<file path="config.mk">
export PLATFORM = sky130hd
export DESIGN_NAME = traffic_phase_monitor
export DESIGN_NICKNAME = d
export VERILOG_FILES = /design/src/rtl/traffic_pkg.sv /design/src/rtl/traffic_phase_monitor_blink_divider.sv /design/src/rtl/traffic_phase_monitor.sv
export SDC_FILE = /design/constraint.sdc
export NUM_CORES = 1
export LEC_CHECK = 0
export ABC_CLOCK_PERIOD_IN_PS = 3550
export CORE_AREA = 2 2 124 126
export CTS_CLUSTER_DIAMETER = 200
export CTS_CLUSTER_SIZE = 12
export DETAILED_ROUTE_END_ITERATION = 8
export DIE_AREA = 0 0 126 128
export HOLD_SLACK_MARGIN = 0.12
export SLEW_MARGIN = 20
export SYNTH_ARGS = -nofsm -noshare
export SYNTH_HDL_FRONTEND = slang
export SYNTH_HIERARCHICAL = 1
export SYNTH_SLANG_ARGS = --single-unit
export TNS_END_PERCENT = 5
</file>
<file path="constraint.sdc">
create_clock -name clk -period 3.55 [get_ports clk]
set_clock_uncertainty 0.2 [all_clocks]
set_input_delay 1.065 -clock clk [delete_from_list [all_inputs] [get_ports clk]]
set_output_delay 1.065 -clock clk [all_outputs]
set_load 0.05 [all_outputs]
</file>
<file path="src/rtl/traffic_pkg.sv">
// Shared phase, fault and monitor-state definitions for the traffic light path.
package traffic_pkg;

  // Light-phase codes on the generator-to-monitor bus
  localparam logic [1:0] PH_RED     = 2'b00;
  localparam logic [1:0] PH_GREEN   = 2'b01;
  localparam logic [1:0] PH_YELLOW  = 2'b10;
  localparam logic [1:0] PH_ILLEGAL = 2'b11;

  // Latched fault causes
  localparam logic [2:0] FLT_NONE           = 3'd0;
  localparam logic [2:0] FLT_ILLEGAL_CODE   = 3'd1;
  localparam logic [2:0] FLT_BAD_TRANSITION = 3'd2;
  localparam logic [2:0] FLT_DWELL_SHORT    = 3'd3;
  localparam logic [2:0] FLT_DWELL_LONG     = 3'd4;

  typedef enum logic [1:0] {
    MON_INIT  = 2'd0,
    MON_RUN   = 2'd1,
    MON_FAULT = 2'd2
  } mon_state_t;

  // The single legal successor of each phase; ILLEGAL has none.
  function automatic logic [1:0] next_phase(input logic [1:0] ph);
    case (ph)
      PH_RED:    next_phase = PH_GREEN;
      PH_GREEN:  next_phase = PH_YELLOW;
      PH_YELLOW: next_phase = PH_RED;
      default:   next_phase = PH_ILLEGAL;
    endcase
  endfunction

  // One-hot lamp pattern {red, yellow, green} for a phase code.
  function automatic logic [2:0] lamp_onehot(input logic [1:0] ph);
    case (ph)
      PH_RED:    lamp_onehot = 3'b100;
      PH_YELLOW: lamp_onehot = 3'b010;
      PH_GREEN:  lamp_onehot = 3'b001;
      default:   lamp_onehot = 3'b000;
    endcase
  endfunction

endpackage

</file>
<file path="src/rtl/traffic_phase_monitor_blink_divider.sv">
// Half-period divider for the flashing-red pattern.
// The blink output runs one cycle ahead of the lamp: the lamp register is set
// lit on restart and then copies blink each cycle, so restart preloads the
// state reached after the first lit cycle.
module blink_divider #(
  parameter int unsigned HALF = 3
) (
  input  logic clk,
  input  logic restart,
  input  logic enable,
  output logic blink
);

  localparam int unsigned W = (HALF > 1) ? $clog2(HALF) : 1;
  localparam logic [W-1:0] LAST       = W'(HALF - 1);
  localparam logic [W-1:0] PRESET_CNT = (HALF == 1) ? W'(0) : W'(1);
  localparam logic         PRESET_BLK = (HALF != 1);

  logic [W-1:0] cnt;

  // Count cycles within a half-period and toggle blink at its end
  always_ff @(posedge clk) begin
    if (restart) begin
      cnt   <= PRESET_CNT;
      blink <= PRESET_BLK;
    end else if (enable) begin
      if (cnt == LAST) begin
        cnt   <= '0;
        blink <= ~blink;
      end else begin
        cnt <= cnt + W'(1);
      end
    end
  end

endmodule

</file>
<file path="src/rtl/traffic_phase_monitor.sv">
// Consumer-side phase checker: validates phase order and dwell times,
// drives the lamps, and latches a flashing-red fault on any violation.
module traffic_phase_monitor
  import traffic_pkg::*;
#(
  parameter int unsigned GREEN_MIN  = 4,
  parameter int unsigned GREEN_MAX  = 8,
  parameter int unsigned YELLOW_MIN = 2,
  parameter int unsigned YELLOW_MAX = 3,
  parameter int unsigned RED_MIN    = 4,
  parameter int unsigned RED_MAX    = 8,
  parameter int unsigned BLINK_HALF = 3,
  parameter int unsigned CNT_W      = 32
) (
  input  logic             clk,
  input  logic             reset,
  input  logic [1:0]       phase_in,
  input  logic             clear_fault,
  output logic             lamp_red,
  output logic             lamp_yellow,
  output logic             lamp_green,
  output logic             fault,
  output logic [2:0]       fault_code,
  output logic [CNT_W-1:0] cycle_count
);

  mon_state_t       state;
  logic [1:0]       prev_phase;
  logic [CNT_W-1:0] dwell;
  logic             first;

  logic [CNT_W-1:0] min_dwell;
  logic [CNT_W-1:0] max_dwell;
  logic [2:0]       run_code;
  logic             blink;
  logic             blink_restart;
  logic             blink_enable;

  // Dwell limits of the phase currently being held
  always_comb begin
    min_dwell = CNT_W'(RED_MIN);
    max_dwell = CNT_W'(RED_MAX);
    case (prev_phase)
      PH_GREEN: begin
        min_dwell = CNT_W'(GREEN_MIN);
        max_dwell = CNT_W'(GREEN_MAX);
      end
      PH_YELLOW: begin
        min_dwell = CNT_W'(YELLOW_MIN);
        max_dwell = CNT_W'(YELLOW_MAX);
      end
      default: ;
    endcase
  end

  // Fault classification for the current sample, highest priority first
  always_comb begin
    run_code = FLT_NONE;
    if (phase_in == PH_ILLEGAL) begin
      run_code = FLT_ILLEGAL_CODE;
    end else if (phase_in != prev_phase) begin
      if (phase_in != next_phase(prev_phase)) begin
        run_code = FLT_BAD_TRANSITION;
      end else if (!first && (dwell < min_dwell)) begin
        run_code = FLT_DWELL_SHORT;
      end
    end else if (dwell == max_dwell) begin
      run_code = FLT_DWELL_LONG;
    end
  end

  // Restart the flash from its lit phase whenever a flashing state is entered
  always_comb begin
    blink_restart = reset
                 || ((state == MON_RUN) && (run_code != FLT_NONE))
                 || ((state == MON_FAULT) && clear_fault);
    blink_enable  = (state != MON_RUN);
  end

  blink_divider #(
    .HALF (BLINK_HALF)
  ) u_blink (
    .clk     (clk),
    .restart (blink_restart),
    .enable  (blink_enable),
    .blink   (blink)
  );

  // Monitor FSM with registered lamp, fault and cycle-count outputs
  always_ff @(posedge clk) begin
    if (reset) begin
      state       <= MON_INIT;
      prev_phase  <= PH_RED;
      dwell       <= '0;
      first       <= 1'b0;
      lamp_red    <= 1'b1;
      lamp_yellow <= 1'b0;
      lamp_green  <= 1'b0;
      fault       <= 1'b0;
      fault_code  <= FLT_NONE;
      cycle_count <= '0;
    end else begin
      case (state)
        MON_INIT: begin
          if (phase_in != PH_ILLEGAL) begin
            state      <= MON_RUN;
            prev_phase <= phase_in;
            dwell      <= CNT_W'(1);
            first      <= 1'b1;
            {lamp_red, lamp_yellow, lamp_green} <= lamp_onehot(phase_in);
          end else begin
            {lamp_red, lamp_yellow, lamp_green} <= {blink, 2'b00};
          end
        end
        MON_RUN: begin
          if (run_code != FLT_NONE) begin
            state      <= MON_FAULT;
            fault      <= 1'b1;
            fault_code <= run_code;
            {lamp_red, lamp_yellow, lamp_green} <= 3'b100;
          end else begin
            {lamp_red, lamp_yellow, lamp_green} <= lamp_onehot(phase_in);
            if (phase_in != prev_phase) begin
              dwell      <= CNT_W'(1);
              first      <= 1'b0;
              prev_phase <= phase_in;
              // Only RED can legally precede GREEN, so this marks a completed cycle
              if (prev_phase == PH_RED) begin
                cycle_count <= cycle_count + CNT_W'(1);
              end
            end else begin
              dwell <= dwell + CNT_W'(1);
            end
          end
        end
        MON_FAULT: begin
          if (clear_fault) begin
            state      <= MON_INIT;
            fault      <= 1'b0;
            fault_code <= FLT_NONE;
            {lamp_red, lamp_yellow, lamp_green} <= 3'b100;
          end else begin
            {lamp_red, lamp_yellow, lamp_green} <= {blink, 2'b00};
          end
        end
        default: begin
          state <= MON_INIT;
        end
      endcase
    end
  end

endmodule
</file>
==> out/qor.csv <==
metric;value;unit
outcome;completed;
clkPwrFrac;32.9;%
dr.first_iter.drc_count;333;
die_w;126;um
drtAntennaViolNets;0;
antenna_found_initial;0;
die_h;128;um
crit_path_start_kind;input port;
rsz0062_at_grt;no;
reg2reg_depth;10;
setup_viol;0;
internal_power;1720;uW
p_seq_share;36.6;%
area_delta_synth_final;24.6;%
drv_cap;0;
grt_use_total;14.4;%
diodes;0;
post-route-period-util;93.4;%
via_count;4157;
fin_util;36.4;%
cts_sinks;79;
combPwrFrac;30.5;%
rows;45;
dieArea;0.0161;mm2
synthArstFlopShare;0;%
arrival;3.38;ns
cp.required;3.62;ns
start_util;29.2;%
hold_buffers;0;
regToRegSetupSlack;0.67;ns
hold_violations;0;
viasPerCell;5.41;
syn_area_per_cell;8.42;um2
slew_viol_final;0;
dr.pass1.iters;4;
reg2reg_from;prev_phase[0]$_SDFFE_PP0P_;
hpwl;8.19;mm
yosysWarnings;6;
whs;0.294;ns
crit_path_max_fanout;11;
switching_share;36.1;%
whs_path_depth;2;
grt_max_degree;32;
cp-end-kind;register;
min_from;fault_code[1]$_SDFFE_PP0P_;
worstSetupPathType;input port to register;
gr-total-overflow;0;
drive_gt1_share;12.8;%
cts_root_buf;clkbuf_16;
switchingPower;975;uW
period_minus_slack;3.31;ns
synthFlopType;dfxtp_1;
ys_ff_latch;79;
htreeDepth;3;
p_per_area;498;mW/mm2
portBuffers;43;
coreArea;0.0149;mm2
ys_seq_area_share;36.4;%
ctsResizeCount;0;
cts_buffers;9;
peakVddDrop;216;uV
wl_per_cell;14.8;um
tightestPinTransition;0.603;ns
grt_pass1_wl;19.3;mm
synth_nets;533;
r2r_end;dwell[4]$_SDFFE_PP0P_;
syn_inst;516;
p_leak;0.00175;uW
drc;0;
synth_enable_flop_cells;0;
hp-class;register to register;
drt-total-wl;11.3;mm
final_nets;592;
maxSlewHeadroom;59.4;%
synth_area;0.00435;mm2
holdPathEnd;fault_code[1]$_SDFFE_PP0P_;
synthDistinctLibCells;64;
clkTransAtPathRegs;0.06;ns
post-cts-setup-buffers;0;
cts_tree;done;
clk_latency;0.35;ns
clockBufferDepth;2;
grt_pass1_vias;3987;
place.gp.congestion;0.833;
io_pins;44;
clock.fmax;302;MHz
==> power by group through the flow <==
stage	Sequential (uW)	Clock (uW)	Combinational, uW
2_1_floorplan	1050	0	512
3_3_place_gp	1000	0	793
6_report	988	886	823
3_5_place_dp	1010	0	815
4_1_cts	989	911	818
5_1_grt	996	940	904
==> sequential cells by signal, summed over array words and instances (netlist names), 2 cells and up <==
name / flops
cycle_count: 32
dwell: 32
fault_code: 3
prev_phase: 2
state: 2
u_blink/cnt: 2
==> cell usage in the layout, fill, tap and decap left out, types with 4 or more instances in the layout <==
cell / count
inv_1: 17
nor2b_1: 6
a2111oi_2: 6
xor2_1: 8
and3_1: 11
clkbuf_16: 9
a21oi_1: 52
o21a_1: 4
o21ai_0: 32
clkdlybuf4s50_1: 43
nand3_1: 27
xnor2_1: 10
nor4_1: 9
buf_4: 30
nand3b_1: 4
or3_1: 29
o2111ai_1: 4
nand2_1: 32
or4_1: 15
o31ai_1: 16
a211oi_1: 4
o21ai_1: 4
dfxtp_1: 79
nand4_1: 16
nor2_1: 32
nor3_1: 5
ha_1: 12
==> metrics by stage <==
stage / cells / TNS [ns] / area (um2) / total power, uW / worst slack (ns)
6_report: 768 / 0 / 5420 / 2700 / 0.236
5_1_grt: 768 / 0 / 5420 / 2840 / 0.0516
4_1_cts: 768 / 0 / 5420 / 2720 / 0.255
3_5_place_dp: 752 / -1.06 / 5140 / 1820 / -0.108
3_3_place_gp: 752 / -0.00273 / 5140 / 1800 / -0.00273
2_1_floorplan: 516 / 0 / 4350 / 1560 / 0.488
==> cell type report <==
cell class | count | area, um2
clock buffer | 9 | 225
clock inverter | 7 | 53.8
fill | 1557 | 9450
inverter | 18 | 67.6
multi-input combinational | 393 | 2580
sequential | 79 | 1580
tap | 188 | 235
timing repair buffer | 74 | 676
==> how the worst max path moves through the flow <==
stage	start	endpoint	slack, ns	cells past startpoint
3_3_place_gp	phase_in[1]	cycle_count[31]$_SDFFE_PP0P_	-0.003	8
3_5_place_dp	phase_in[1]	dwell[4]$_SDFFE_PP0P_	-0.11	7
5_1_grt	phase_in[1]	cycle_count[31]$_SDFFE_PP0P_	0.05	8
2_1_floorplan	phase_in[0]	dwell[8]$_SDFFE_PP0P_	0.49	9
4_1_cts	phase_in[1]	dwell[7]$_SDFFE_PP0P_	0.26	7
6_report	phase_in[1]	dwell[4]$_SDFFE_PP0P_	0.24	7
==> per-layer routing <==
layer	global-route usage, %	routed length, um
met3	2.13	400
met4	5.75	184
met1	19.4	5460
met5	0	0
met2	23.1	5290
==> Yosys cell counts (all sizes together), types with 6 or more instances <==
| master | instances | area, um2 |
|---|---|---|
| dfxtp | 79 | 1580 |
| a21oi | 54 | 278 |
| o21ai | 37 | 196 |
| nand2 | 32 | 120 |
| nor2 | 32 | 120 |
| or3 | 30 | 193 |
| nand3 | 28 | 153 |
| inv | 17 | 63.8 |
| nand4 | 16 | 100 |
| o31ai | 16 | 120 |
| or4 | 16 | 124 |
| buf | 14 | 78.8 |
| and3 | 12 | 76.3 |
| clkbuf | 12 | 45.0 |
| ha | 12 | 150 |
| xnor2 | 12 | 120 |
| nor4 | 9 | 56.3 |
| xor2 | 8 | 70.1 |
| a211oi | 7 | 67.6 |
| nor3 | 7 | 40.0 |
| a2111oi | 6 | 90.1 |
| nor2b | 6 | 37.5 |
==> critical path, cell delays in order <==
cell and delay, ns:
clkdlybuf4s50_1 0.54, nor3_1 0.31, o21ai_1 0.20, a31oi_4 0.28
nand2_1 0.25, or4_1 0.56, a21oi_1 0.16
==> logic make-up (layout without fill, tap and decap cells) <==
| kind of cell | Yosys count | in the layout | synth area share (%) |
|---|---|---|---|
| multiplexers | 3 | 3 | 0.720 |
| XOR/XNOR | 20 | 20 | 4.38 |
| AND/OR/NAND/NOR | 209 | 209 | 27.1 |
| AO/OA/AOI/OAI | 149 | 149 | 23.5 |
| buffers and inverters | 44 | 108 | 4.41 |
| flip-flops | 79 | 79 | 36.4 |
| adder cells (fa/ha/maj) | 12 | 12 | 3.46 |
Power figures use the tool's default switching activity.
